<file path="src/rtl/alu_sequencer.sv">
// Multi-cycle ALU sequencer: reads two operands from an external register bank,
// computes one 8-bit operation and writes the result back, one operation per 5 cycles.
module alu_sequencer #(
  parameter bit SKIP_R0_WB = 1'b1
) (
  input  logic       clk,
  input  logic       rst_n,
  input  logic       start,
  input  logic [2:0] op,
  input  logic [4:0] rs1,
  input  logic [4:0] rs2,
  input  logic [4:0] rd,
  output logic [4:0] rb_sel,
  output logic [7:0] rb_wdata,
  output logic       rb_write,
  input  logic [7:0] rb_rdata,
  output logic       busy,
  output logic       done,
  output logic [7:0] result,
  output logic       flag_z,
  output logic       flag_c
);

  typedef enum logic [2:0] {IDLE, RDA, RDB, EXEC, WB} state_t;

  state_t     state, state_nx;
  logic [2:0] op_q, op_nx;
  logic [4:0] rs2_q, rs2_nx;
  logic [4:0] rd_q, rd_nx;
  logic [7:0] a_q, a_nx;

  logic [4:0] rb_sel_nx;
  logic [7:0] rb_wdata_nx, result_nx;
  logic       rb_write_nx, busy_nx, done_nx, flag_z_nx, flag_c_nx;

  logic [8:0] sum9;
  logic [7:0] alu_res;
  logic       alu_c;

  // Every output is a flop; the comb block below computes the value it takes
  // for the cycle spent in the state being entered.
  // NOTE: sequential state uses non-blocking assignments so all flops update
  // together from pre-edge values regardless of statement order.
  always_ff @(posedge clk or negedge rst_n) begin
    if (!rst_n) begin
      state    <= IDLE;
      op_q     <= '0;
      rs2_q    <= '0;
      rd_q     <= '0;
      a_q      <= '0;
      rb_sel   <= '0;
      rb_wdata <= '0;
      rb_write <= 1'b0;
      busy     <= 1'b0;
      done     <= 1'b0;
      result   <= '0;
      flag_z   <= 1'b0;
      flag_c   <= 1'b0;
    end else begin
      state    <= state_nx;
      op_q     <= op_nx;
      rs2_q    <= rs2_nx;
      rd_q     <= rd_nx;
      a_q      <= a_nx;
      rb_sel   <= rb_sel_nx;
      rb_wdata <= rb_wdata_nx;
      rb_write <= rb_write_nx;
      busy     <= busy_nx;
      done     <= done_nx;
      result   <= result_nx;
      flag_z   <= flag_z_nx;
      flag_c   <= flag_c_nx;
    end
  end

  always_comb begin
    state_nx = state;
    unique case (state)
      IDLE:    if (start) state_nx = RDA;
      RDA:     state_nx = RDB;
      RDB:     state_nx = EXEC;
      EXEC:    state_nx = WB;
      WB:      state_nx = IDLE;
      default: state_nx = IDLE;
    endcase
  end

  // Operand B is never stored: it arrives on rb_rdata during EXEC itself.
  assign sum9 = {1'b0, a_q} + {1'b0, rb_rdata};

  always_comb begin
    alu_res = a_q;
    alu_c   = 1'b0;
    unique case (op_q)
      3'b000: begin alu_res = sum9[7:0];      alu_c = sum9[8];        end
      3'b001: begin alu_res = a_q - rb_rdata; alu_c = a_q < rb_rdata; end
      3'b010: alu_res = a_q & rb_rdata;
      3'b011: alu_res = a_q | rb_rdata;
      3'b100: alu_res = a_q ^ rb_rdata;
      3'b101: begin alu_res = {a_q[6:0], 1'b0}; alu_c = a_q[7]; end
      3'b110: begin alu_res = {1'b0, a_q[7:1]}; alu_c = a_q[0]; end
      default: alu_res = a_q;
    endcase
  end

  // NOTE: every signal gets a default before the case so no path leaves one
  // unassigned, which would otherwise infer a latch.
  always_comb begin
    op_nx       = op_q;
    rs2_nx      = rs2_q;
    rd_nx       = rd_q;
    a_nx        = a_q;
    rb_sel_nx   = rb_sel;
    rb_wdata_nx = rb_wdata;
    rb_write_nx = 1'b0;
    busy_nx     = busy;
    done_nx     = 1'b0;
    result_nx   = result;
    flag_z_nx   = flag_z;
    flag_c_nx   = flag_c;
    unique case (state)
      IDLE: if (start) begin
        op_nx     = op;
        rs2_nx    = rs2;
        rd_nx     = rd;
        rb_sel_nx = rs1;
        busy_nx   = 1'b1;
      end
      RDA:  rb_sel_nx = rs2_q;
      RDB:  a_nx = rb_rdata;
      EXEC: begin
        result_nx   = alu_res;
        flag_z_nx   = (alu_res == 8'h00);
        flag_c_nx   = alu_c;
        rb_sel_nx   = rd_q;
        rb_wdata_nx = alu_res;
        rb_write_nx = !(SKIP_R0_WB && rd_q == 5'd0);
      end
      WB: begin
        rb_sel_nx = '0;
        busy_nx   = 1'b0;
        done_nx   = 1'b1;
      end
      default: ;
    endcase
  end

endmodule

</file>
<file path="config.mk">
export PLATFORM = sky130hd
export DESIGN_NAME = alu_sequencer
export DESIGN_NICKNAME = d
export VERILOG_FILES = /design/src/rtl/alu_sequencer.sv
export SDC_FILE = /design/constraint.sdc
export NUM_CORES = 1
export LEC_CHECK = 0
export ABC_AREA = 1
export CORE_MARGIN = 2
export CORE_UTILIZATION = 50
export CTS_CLUSTER_DIAMETER = 30
export DETAILED_ROUTE_END_ITERATION = 16
export GPL_ROUTABILITY_DRIVEN = 0
export PLACE_DENSITY = 0.76
export SLEW_MARGIN = 20
export SYNTH_ARGS = -nofsm -noshare
export SYNTH_HDL_FRONTEND = slang
export SYNTH_SLANG_ARGS = --single-unit
</file>
<file path="constraint.sdc">
create_clock -name clk -period 2.1 [get_ports clk]
set_input_delay 0.315 -clock clk [delete_from_list [all_inputs] [get_ports clk]]
set_output_delay 0.315 -clock clk [all_outputs]
set_load 0.02 [all_outputs]
</file>
After elaboration in Yosys (flattened, before gate mapping)
Cells that the tools add are included.
{"block": "word_totals", "elab_cells": 49, "in_bits": 29, "regBits": 42, "out_inout_bits": 26}
{"block": "classes", "addsub": 2, "n_reduce_logical": 10, "n_bitwise": 3, "magnitude_cmp": 1, "n_eq_ne": 11, "muxes": 10}
{"op": "one-hot mux 8 bit (7 select lines)", "n": 1}
{"op": "one-hot mux 5 bit (4 select lines)", "n": 1}
{"op": "equality test 3 x 2 -> 1 bit, second input constant", "n": 4}
{"op": "equality test 3 bit, second input constant", "n": 4}
{"op": "one-hot mux 3 bit (4 select lines)", "n": 1}
{"op": "adder 8 x 8 -> 9 bit", "n": 1}
{"op": "bitwise AND 8 bit", "n": 1}
{"op": "logical NOT 8 bit", "n": 1}
{"op": "< comparator 8 bit", "n": 1}
{"op": "bitwise OR 8 bit", "n": 1}
{"op": "subtractor 8 bit", "n": 1}
{"op": "bitwise XOR 8 bit", "n": 1}
{"op": "equality test 3 x 1 -> 1 bit, second input constant", "n": 2}
{"op": "logical NOT 3 bit", "n": 2}
{"op": "AND reduction 2 bit", "n": 3}
{"op": "logical NOT 5 bit", "n": 1}
{"op": "two-way mux 5 bit", "n": 1}
{"op": "one-hot mux 1 bit (4 select lines)", "n": 1}
{"op": "nonzero test 4 bit", "n": 1}
{"op": "two-way mux 1 bit", "n": 3}
{"op": "two-way mux 3 bit", "n": 1}
{"op": "inequality test 2 bit, second input constant", "n": 1}
{"op": "one-hot mux 1 bit (2 select lines)", "n": 1}
{"op": "nonzero test 2 bit", "n": 1}
{"op": "logical NOT 1 bit", "n": 1}

Longest topological paths before layout
Gate-level depths: netlist of run 1.
{"block": "depth", "ltp_word": 3, "depth_mapped": 15, "ltp_nobuf": 15}

Worst setup path before layout of run 1
OpenSTA, ideal clock, no wires.
{"block": "synth_timing", "kind": "register to register", "startpoint": "reg a_q[0]", "endpoint": "reg flag_c", "t_required_ns": 1.980, "arrival_time_ns": 1.815, "slack_ns": 0.165, "path_buffers": 0, "setup_ns": 0.120, "stages_incl_launch_ff": 13, "synth_period_minus_slack_ns": 1.935, "cell_sequence": "dfrtp_1 inv_1 ha_1 fa_1 nand3b_1 nand2_1 nand2_1 nand2_1 a21oi_1 o21ai_0 nand2_1 o21ai_1 nand2_1"}
{"block": "synth_via", "elab_chain_cells": 2, "word_cells_on_any_way": 3, "classes_between": "add/sub (1); order compare (1); mux (1)"}
{"item": "from (decl)", "line": "30", "source": "logic [7:0] a_q, a_nx;"}
{"item": "from (signal assigned)", "line": "64", "source": "a_q <= a_nx;"}
{"item": "adder 8 x 8 -> 9 bit or < comparator 8 bit (tied branches)", "line": "89, 96"}
{"item": "one-hot mux 1 bit (4 select lines) *", "line": "94", "source": "unique case (op_q)"}
{"item": "to (signal assigned)", "line": "72", "source": "flag_c <= flag_c_nx;"}
{"item": "to (decl)", "line": "21", "source": "output logic flag_c"}
Mark *: on every way between the ends. The rest lies on a longest branch, timed or not.
A chain may end at the register's enable or synchronous reset.

Worst setup path in the final report of run 1
{"block": "layout_timing", "startpoint": "reg a_q[0]", "endpoint": "reg flag_z"}
{"block": "layout_via", "elab_chain_cells": 3, "word_cells_on_any_way": 7, "classes_between": "add/sub (2); mux (1); bitwise (3); reduce/logical (1)"}
{"item": "subtractor 8 bit (tied with other cells)", "line": "96", "source": "3'b001: begin alu_res = a_q - rb_rdata; alu_c = a_q < rb_rdata; end"}
{"item": "one-hot mux 8 bit (7 select lines) *", "line": "94"}
{"item": "logical NOT 8 bit *", "line": "133", "source": "flag_z_nx = (alu_res == 8'h00);"}
{"item": "to (signal assigned)", "line": "71", "source": "flag_z <= flag_z_nx;"}
{"item": "to (decl)", "line": "20", "source": "output logic flag_z,"}
Marked as above.

==> impl_metrics.json, run 1 <==
{
  "status": "finished with violations",
  "violations": "negative setup slack",
  "crit_type": "flop to flop",
  "io_buffers": 54,
  "vias": 3139,
  "path_cells": "inv_2, ha_4, fa_2, nand3b_1, nand2_2, nand2_2, nand2_2, nand2_1, nand3_1, nand2_1, nand3_1, nand2_1, nand3_1, nand2_1",
  "post_route_cells_drive_above_1_share_pct": 17.48,
  "yosys.area.top_type": "dfrtp_1",
  "fp.dieW_um": 82.83,
  "syn_avg_cell_area_um2": 7.208,
  "power_frac_seq_pct": 23.7,
  "worstReg2RegStart": "a_q[0]",
  "dpl.hpwl_um": 6323,
  "ant_nets": 0,
  "vias_per_cell": 5.320,
  "cp-start-kind": "flop",
  "initial_core_util_pct": 52.16,
  "overflow": 0,
  "relSlewSlack_pct": 59.18,
  "die_h_um": 82.83,
  "htree_levels": 2,
  "drv_slew": 0,
  "p_int_mw": 3.375,
  "pin_count": 55,
  "whs_ns": 0.04857,
  "hold_violations": 0,
  "cp_top_family": "simple AND/OR/NAND/NOR gates",
  "fmax_mhz": 475.8,
  "r2r_setup_slack_ns": -0.002,
  "p_sw_mw": 3.111,
  "leakagePower_nw": 2.074,
  "worstSetupEndpoint": "flag_z",
  "yosys_warnings": 0,
  "crit_buf_inv": 1,
  "critPathSlowestCell": "fa_2",
  "fillers": 505,
  "drtPass1Iterations": 5,
  "worst_slack_ns": -0.001735,
  "syn_inst": 431,
  "end_kind": "flop",
  "vdd_drop_max_mv": 1.100,
  "syn_area_um2": 3107,
  "clock-root-buffer": "clkbuf_8",
  "grt_pass1_wl_um": 14590,
  "pwr-share-clk_pct": 10.7,
  "worst_r2r_endpoint": "flag_z",
  "fin_crit_sh_pct": 100.1,
  "power.share.combinational_pct": 65.6,
  "top_usage_layer": "met2",
  "path_depth": 14,
  "cp-startpoint": "a_q[0]",
  "cts_tree": "done",
  "most-common-layout-cells": "nand2_1, inv_1, clkdlybuf4s50_1, dfrtp_1, buf_4",
  "wl_per_cell_um": 14.46,
  "syn-num-nets": 486,
  "final_common_cell": "nand2_1",
  "final.setup_skew_ns": 0.01206,
  "reg2regPathDepth": 14,
  "worst-path-max-fanout": 3,
  "layout.nets": 569,
  "grt_pass1_vias": 3146,
  "routed_wl_um": 8532,
  "power.density_nw_per_um2": 1572,
  "clock-sinks": 42,
  "areaGrowthSynthToFinish_pct": 32.82,
  "instances_no_fill": 590,
  "hold_buffers": 0,
  "cts_made_buffers": 5,
  "ys_types": 33,
  "ys_top_cells_by_area": "dfrtp_1, nand2_1, ha_1",
  "dp_cells": 581,
  "arrival_ns": 2.30,
  "rsz0062_at_grt": "true",
  "grt_start_max_net_pins": 43,
  "cts.clk_slew.worst_paths_ns": 0.10,
  "grtUsageTotal_pct": 25.58,
  "fp.dieArea_um2": 6860,
  "dpl_cell_area_um2": 3918,
  "grt_antenna_before_repair": 0,
  "path_common_cell": "nand2_1",
  "fp.coreArea_um2": 5956,
  "drcViolationCount": 0,
  "crit_path_max_incr_delay_ns": 0.41,
  "hp-class": "input port to asynchronous set/reset pin",
  "maxCapViolations": 0,
  "ys_seq_elements": 42,
  "first_iter_violations": 212,
  "p_sw_share_pct": 47.96,
  "worstMarginPinSlew_ns": 0.6108,
  "synth.yosys.seq_area_share_pct": 33.83,
  "final_area_um2": 4126,
  "met3_usage_pct": 5.268,
  "crit_required_ns": 2.30,
  "fin_crit_ns": 2.102,
  "setup_viol": 1,
  "grtUsageMet1_pct": 34.42,
  "clock_tree.buffer_depth": 2,
  "grtUsageMet2_pct": 41.28,
  "clk_latency_ns": 0.31,
  "num_rows": 28,
  "n_antenna_cell": 0,
  "synthDominantCellAreaShare_pct": 33.83
}
[per-stage QoR]
stage	setup WS (ns)	TNS, ns	utilization, %	total power, mW
global route	-0.1244	-0.2312	69.29	7.024
global placement	-0.3072	-1.799	65.78	5.454
floorplan	0.1645	0	-	4.027
finish	-0.001735	-0.001735	69.29	6.486
CTS	0.009331	0	67.98	6.299
detailed placement	-0.3914	-2.186	65.78	5.544
[registers in the layout (all words and copies together), names as in the netlist]
register  flops
a_q           8
result        8
rb_sel        5
rd_q          5
rs2_q         5
op_q          3
state         3
busy          1
done          1
flag_c        1
flag_z        1
rb_write      1
[area by class of cell]
cell class | count | area (um^2) | area share, %
inverters | 62 | 232.7 | 5.640
flip-flops and latches | 42 | 1051 | 25.47
clock buffers | 5 | 68.82 | 1.668
well taps | 75 | 93.84 | 2.274
clock inverters | 3 | 48.80 | 1.183
repair buffers | 93 | 829.5 | 20.10
multi-input cells | 310 | 1802 | 43.66
[metal layers]
layer	wire length, um	vias to the layer above
li1	-	1544
met4	221	0
met3	583	30
met5	0	-
met1	3794	1414
met2	3933	151
[worst register-to-register path, delay by kind of cell (launching register included)]
kind | cells | cell delay [ns]
simple gates | 11 | 0.95
fa+ha+maj | 2 | 0.57
flops | 1 | 0.40
buf+inv | 1 | 0.07
[cells in the mapped netlist]
master,n
nand2_1,129
inv_1,54
dfrtp_1,42
nor2_1,34
nand3_1,26
ha_1,24
o21ai_0,16
a21oi_1,14
nand4_1,13
mux2_2,10
buf_4,9
inv_2,7
o211ai_1,6
o21ai_1,6
a22oi_1,5
buf_2,5
nor3_1,4
o22ai_1,4
nor2_2,3
clkbuf_1,2
fa_1,2
nand3_2,2
nand3b_1,2
nor2_4,2
xor2_1,2
a31oi_1,1
and2_1,1
buf_1,1
clkinv_1,1
nand2_2,1
or2_0,1
or4_1,1
xnor2_1,1
[power by group through the flow]
stage / Clock [mW] / Combinational, mW / Sequential (mW)
floorplan: 0 / 2.38 / 1.65
global placement: 0 / 3.94 / 1.52
detailed placement: 0 / 4.01 / 1.53
CTS: 0.708 / 4.07 / 1.52
global route: 0.739 / 4.69 / 1.60
finish: 0.697 / 4.26 / 1.53
[cells by family (layout without fill, tap and decap cells)]
logic type	count (synthesis)	after routing	share of synthesized area [%]
DFF	42	42	33.83
AOI/OAI and AO/OA	52	52	9.465
and+or+nand+nor	219	219	30.45
xor gates and xnor gates	3	3	0.8459
buffers and inverters	79	163	10.83
muxes	10	10	3.625
adders and majority gates	26	26	10.95
[worst min-delay path by stage]
stage	cells after the start	endpoint	startpoint
floorplan	0	a_q[0]	rst_n
global placement	2	a_q[7]	rst_n
detailed placement	2	a_q[4]	rst_n
CTS	2	a_q[4]	rst_n
global route	2	a_q[2]	rst_n
finish	2	a_q[4]	rst_n
[what timing repair did]
action                     4_1_cts  5_1_grt
resized for setup                8       17
setup endpoints to repair        3        5
buffers inserted                 0        1
pin swaps                        1        8
(Power assumes the default switching activity.)
==> inputs of run 2 (changes only) <==
--- a/config.mk
+++ b/config.mk
@@ -8,9 +8,8 @@
 export ABC_AREA = 1
 export CORE_MARGIN = 2
 export CORE_UTILIZATION = 50
-export CTS_CLUSTER_DIAMETER = 30
+export CTS_CLUSTER_DIAMETER = 100
 export DETAILED_ROUTE_END_ITERATION = 16
-export GPL_ROUTABILITY_DRIVEN = 0
 export PLACE_DENSITY = 0.76
 export SLEW_MARGIN = 20
 export SYNTH_ARGS = -nofsm -noshare
==> run 2 against run 1 <==
  * The flow now finishes without violations
  * Routed wire length increased by 7.6%
  * Clock skew is 0.010 ns lower
  * Core utilization increased by 1.7 points
  * Design area is 2.5% higher
  * Sequential share of layout area is 0.62 points lower
  * Sequential power barely moved
  * First-iteration DRC count decreased by 36%
  * Global-route usage is 1.5 points higher
  * Critical path type is now input port to flop
==> impl_metrics.json, run 2 (synthesis results as in run 1) <==
{
  "clock-sinks": 42,
  "fp.dieArea_um2": 6860,
  "route.met2.wl_um": 4446,
  "first_iter_violations": 135,
  "fmax_mhz": 496.3,
  "end_kind": "flop",
  "htree_levels": 2,
  "status": "complete, no violations",
  "worstReg2RegStart": "a_q[0]",
  "dpl.hpwl_um": 7125,
  "fp.dieW_um": 82.83,
  "top_regs": "a_q: 8 flops, result: 8 flops",
  "path_common_cell": "nand2_1",
  "path_cells": "clkdlybuf4s50_1, inv_1, ha_1, inv_1, nand2_1, nand2_1, nand2_1, nand2_1, nand2_1, nand3_1, nand4_1, nor2_1, nand3_1, nand2_1",
  "final_area_um2": 4229,
  "arrival_ns": 2.26,
  "post_route_cells_drive_above_1_share_pct": 19.51,
  "clk_latency_ns": 0.29,
  "worst-path-max-fanout": 3,
  "power.density_nw_per_um2": 1535,
  "maxCapViolations": 0,
  "overflow": 0,
  "io_buffers": 54,
  "reg2regPathDepth": 13,
  "cts.clk_slew.worst_paths_ns": 0.09,
  "r2r_setup_slack_ns": 0.10,
  "dp_cells": 591,
  "fin_crit_sh_pct": 95.95,
  "relSlewSlack_pct": 59.21,
  "final_common_cell": "nand2_1",
  "cts_tree": "done",
  "areaGrowthSynthToFinish_pct": 36.13,
  "vdd_drop_max_mv": 0.8656,
  "initial_core_util_pct": 52.16,
  "drcViolationCount": 0,
  "drtPass1Iterations": 4,
  "worst_r2r_endpoint": "flag_z",
  "grt_pass1_wl_um": 15170,
  "critPathSlowestCell": "clkdlybuf4s50_1",
  "hp-class": "input port to asynchronous set/reset pin",
  "num_rows": 28,
  "grtUsageTotal_pct": 27.12,
  "top_layer": "met4",
  "fillers": 504,
  "drv_slew": 0,
  "wl_per_cell_um": 15.22,
  "cp-startpoint": "rb_rdata[1]",
  "most-common-layout-cells": "nand2_1, inv_1, clkdlybuf4s50_1, buf_4, dfrtp_1",
  "die_h_um": 82.83,
  "worstMarginPinSlew_ns": 0.6103,
  "clock-root-buffer": "clkbuf_8",
  "layout.nets": 582,
  "ant_nets": 0,
  "gp_congestion": 0.9010,
  "n_antenna_cell": 0,
  "crit_path_max_incr_delay_ns": 0.48,
  "grt_pass1_vias": 3243,
  "crit_required_ns": 2.34,
  "leakagePower_nw": 2.146,
  "vias_per_cell": 5.172,
  "pin_count": 55,
  "fin_crit_ns": 2.015,
  "setup_viol": 0,
  "whs_ns": 0.3401,
  "cp-start-kind": "input port",
  "dpl_cell_area_um2": 3993,
  "crit_type": "input port to flop",
  "total_power_mw": 6.493,
  "hold_violations": 0,
  "vias": 3119,
  "cts_made_buffers": 5,
  "fp.coreArea_um2": 5956,
  "grt_start_max_net_pins": 40,
  "routed_wl_um": 9178,
  "clock_tree.buffer_depth": 2,
  "rsz0062_at_grt": "true",
  "wl_met1_um": 4243,
  "final.setup_skew_ns": 0.002010,
  "worstSetupEndpoint": "flag_z",
  "instances_no_fill": 603,
  "met3_length_um": 337,
  "grt_antenna_before_repair": 0
}
## run 2: cell types whose count changed in the layout (fill, tap and decap cells not counted), sizes merged
cell           delta
dlygate4sd2       -2
buf              +12
dlymetal6s2s      +1
clkdlybuf4s50     +1
dlygate4sd3       +1
clkinvlp          -1
clkinv            +2
bufinv            -1
## run 2: layout make-up
class / instances / area [um^2] / area share (%)
multi-input combinational: 310 / 1829 / 43.25
sequential: 42 / 1051 / 24.85
inverter: 62 / 232.7 / 5.503
tap: 75 / 93.84 / 2.219
clock buffer: 5 / 68.82 / 1.627
timing repair buffer: 106 / 934.6 / 22.10
clock inverter: 3 / 18.77 / 0.4438
## run 2: how the worst min path moves through the flow
stage	startpoint	endpoint	cells past startpoint
6_report	rst_n	a_q[7]	2
5_1_grt	rst_n	a_q[7]	2
4_1_cts	rst_n	a_q[7]	2
3_5_place_dp	rst_n	a_q[7]	1
3_3_place_gp	rst_n	a_q[7]	1
2_1_floorplan	rst_n	a_q[0]	0
## run 2: worst max-delay path: cells and delay by family
kind          cells  cell delay [ns]
simple gates     10             0.91
fa+ha+maj         1             0.36
buf+inv           3             0.67
## run 2: report_power, final
group          switching, mW  internal (mW)
logic                   2.49           1.94
registers              0.328           1.20
clock network          0.301          0.235
## run 2: timing repair
item,4_1_cts,5_1_grt
buffers inserted,0,3
endpoints found under the hold margin,3,0
cloned,0,0
setup endpoints to repair,3,7
gates resized for setup,4,23
hold buffers,1,0
pin swaps,1,10
## run 2: layer usage
layer	global-route usage (%)	vias to the layer above
met4	6.557	0
met5	0	-
met2	46.85	78
met1	35.92	1462
li1	-	1567
met3	3.976	12
## run 2: through the flow
stage                     util [%]  setup TNS [ns]  setup WS (ns)
after floorplan                  -               0         0.1645
final                        71.01               0        0.08496
after global placement       67.04          -2.060        -0.3431
after global routing         71.01        -0.07188       -0.03875
after detailed placement     67.04          -2.272        -0.3669
after CTS                    68.91       -0.009684      -0.009684
==> inputs of run 3 (changes only) <==
--- a/config.mk
+++ b/config.mk
@@ -6,11 +6,13 @@
 export NUM_CORES = 1
 export LEC_CHECK = 0
 export ABC_AREA = 1
+export CELL_PAD_IN_SITES_DETAIL_PLACEMENT = 0
+export CELL_PAD_IN_SITES_GLOBAL_PLACEMENT = 1
 export CORE_MARGIN = 2
-export CORE_UTILIZATION = 50
+export CORE_UTILIZATION = 38
 export CTS_CLUSTER_DIAMETER = 100
 export DETAILED_ROUTE_END_ITERATION = 16
-export PLACE_DENSITY = 0.76
+export PLACE_DENSITY_LB_ADDON = 0.1
 export SLEW_MARGIN = 20
 export SYNTH_ARGS = -nofsm -noshare
 export SYNTH_HDL_FRONTEND = slang
==> run 3 against run 2 <==
  * Core utilization fell by 18 points
  * Global-route usage fell by 6.2 points
  * Register-to-register slack got worse by 0.05 ns
  * Critical endpoint unchanged
  * Largest power group unchanged
==> impl_metrics.json, run 3 (synthesis results as in run 1) <==
{
  "status": "complete, no violations",
  "finalSetupTns_ns": 0,
  "hp-class": "input port to asynchronous set/reset pin",
  "dpl_cell_area_um2": 3989,
  "areaGrowthSynthToFinish_pct": 34.03,
  "cts_tree": "done",
  "crit_path_max_incr_delay_ns": 0.41,
  "r2r_setup_slack_ns": 0.05,
  "grt_antenna_before_repair": 0,
  "fin_crit_sh_pct": 97.55,
  "cp-start-kind": "flop",
  "grtUsageTotal_pct": 20.88,
  "final_common_cell": "nand2_1",
  "relSlewSlack_pct": 56.67,
  "fillers": 791,
  "drv_slew": 0,
  "vias": 3028,
  "vias_per_cell": 4.876,
  "fmax_mhz": 488.2,
  "io_buffers": 54,
  "post_route_cells_drive_above_1_share_pct": 19.27,
  "final_area_um2": 4164,
  "drcViolationCount": 0,
  "clock_tree.buffer_depth": 2,
  "path_common_cell": "nand2_1",
  "p_sw_mw": 3.059,
  "clock-root-buffer": "clkbuf_8",
  "dpl.hpwl_um": 6939,
  "fp.dieArea_um2": 8915,
  "worst-path-max-fanout": 4,
  "clk_latency_ns": 0.29,
  "arrival_ns": 2.23,
  "crit_buf_inv": 1,
  "fin_crit_ns": 2.049,
  "wl_per_cell_um": 14.10,
  "cts_made_buffers": 5,
  "n_antenna_cell": 0,
  "fp.coreArea_um2": 7807,
  "path_cells": "inv_2, ha_4, fa_2, nand3b_1, nand2_1, nand2_1, nand2_2, nand2_1, nand3_1, nand2_1, nand3_1, nand2_1, nand3_1, nand2_1",
  "gp_congestion": 0.8631,
  "first_iter_violations": 187,
  "initial_core_util_pct": 39.79,
  "fp.dieW_um": 94.42,
  "p_int_mw": 3.248,
  "leakagePower_nw": 2.092,
  "drtPass1Iterations": 4,
  "cp_top_family": "simple AND/OR/NAND/NOR gates",
  "pwr-share-clk_pct": 8.9,
  "maxCapViolations": 0,
  "grt_pass1_wl_um": 14390,
  "cp-startpoint": "a_q[0]",
  "grt_pass1_vias": 2869,
  "worstSetupEndpoint": "flag_z",
  "grt_start_max_net_pins": 43,
  "layout.nets": 573,
  "top_regs": "a_q: 8 flops, result: 8 flops",
  "worst_r2r_endpoint": "flag_z",
  "routed_wl_um": 8759,
  "vdd_drop_max_mv": 0.6194,
  "worstReg2RegStart": "a_q[0]",
  "crit_type": "flop to flop",
  "setup_viol": 0,
  "overflow": 0,
  "hold_violations": 0,
  "cts.clk_slew.worst_paths_ns": 0.09,
  "ant_nets": 0,
  "worstMarginPinSlew_ns": 0.6483,
  "rsz0062_at_grt": "true",
  "final.setup_skew_ns": 0.01084,
  "power_frac_seq_pct": 24.2,
  "reg2regPathDepth": 14,
  "p_sw_share_pct": 48.49,
  "die_h_um": 94.42,
  "path_depth": 14,
  "end_kind": "flop",
  "htree_levels": 2,
  "num_rows": 32,
  "crit_required_ns": 2.29,
  "hold_buffers": 0,
  "most-common-layout-cells": "nand2_1, inv_1, clkdlybuf4s50_1, buf_4, dfrtp_1",
  "pin_count": 55,
  "clock-sinks": 42,
  "power.density_nw_per_um2": 1515,
  "power.share.combinational_pct": 67.0,
  "critPathSlowestCell": "dfrtp_1"
}
run 3: layout make-up:
type	instances	area, um^2	area share, %
multi-input combinational	310	1802	43.27
sequential	42	1051	25.24
timing repair buffer	97	855.8	20.55
inverter	62	232.7	5.589
tap	102	127.6	3.065
clock buffer	6	82.58	1.983
clock inverter	2	12.51	0.3005
run 3: metal layers:
metal | wire length (um) | global-route usage (%)
met1 | 4244 | 30.16
met2 | 3962 | 32.74
met3 | 458 | 3.911
met4 | 94 | 4.348
met5 | 0 | 0
run 3: power groups by stage:
stage	clock network (mW)	logic (mW)	registers, mW
finish	0.559	4.22	1.53
global route	0.624	4.71	1.59
CTS	0.588	4.11	1.52
detailed placement	0	4.07	1.53
global placement	0	4.07	1.52
floorplan	0	2.38	1.65
run 3: worst min path at each step:
stage / from / to / depth (start not counted)
2_1_floorplan: rst_n / a_q[0] / 0
3_3_place_gp: rst_n / a_q[7] / 2
3_5_place_dp: rst_n / a_q[6] / 2
4_1_cts: rst_n / a_q[4] / 2
5_1_grt: rst_n / a_q[7] / 2
6_report: rst_n / a_q[7] / 2
run 3: stage by stage:
stage          hold WS [ns]  cells  setup WS [ns]  power [mW]  util [%]
3_5_place_dp         0.4285    613        -0.3684       5.603     51.09
2_1_floorplan       0.01941    431         0.1645       4.027         -
3_3_place_gp         0.4324    613        -0.3409       5.586     51.09
5_1_grt              0.1213    621        -0.1671       6.924     53.33
4_1_cts             0.09800    621        0.01433       6.218     52.45
6_report            0.08105    621        0.05147       6.307     53.33
run 3: timing repair:
action                     in CTS  in global routing
cloned                          0                  0
setup endpoints to repair       3                  5
buffers inserted                0                  0
pin swaps                       0                 18
resized for setup               7                 21
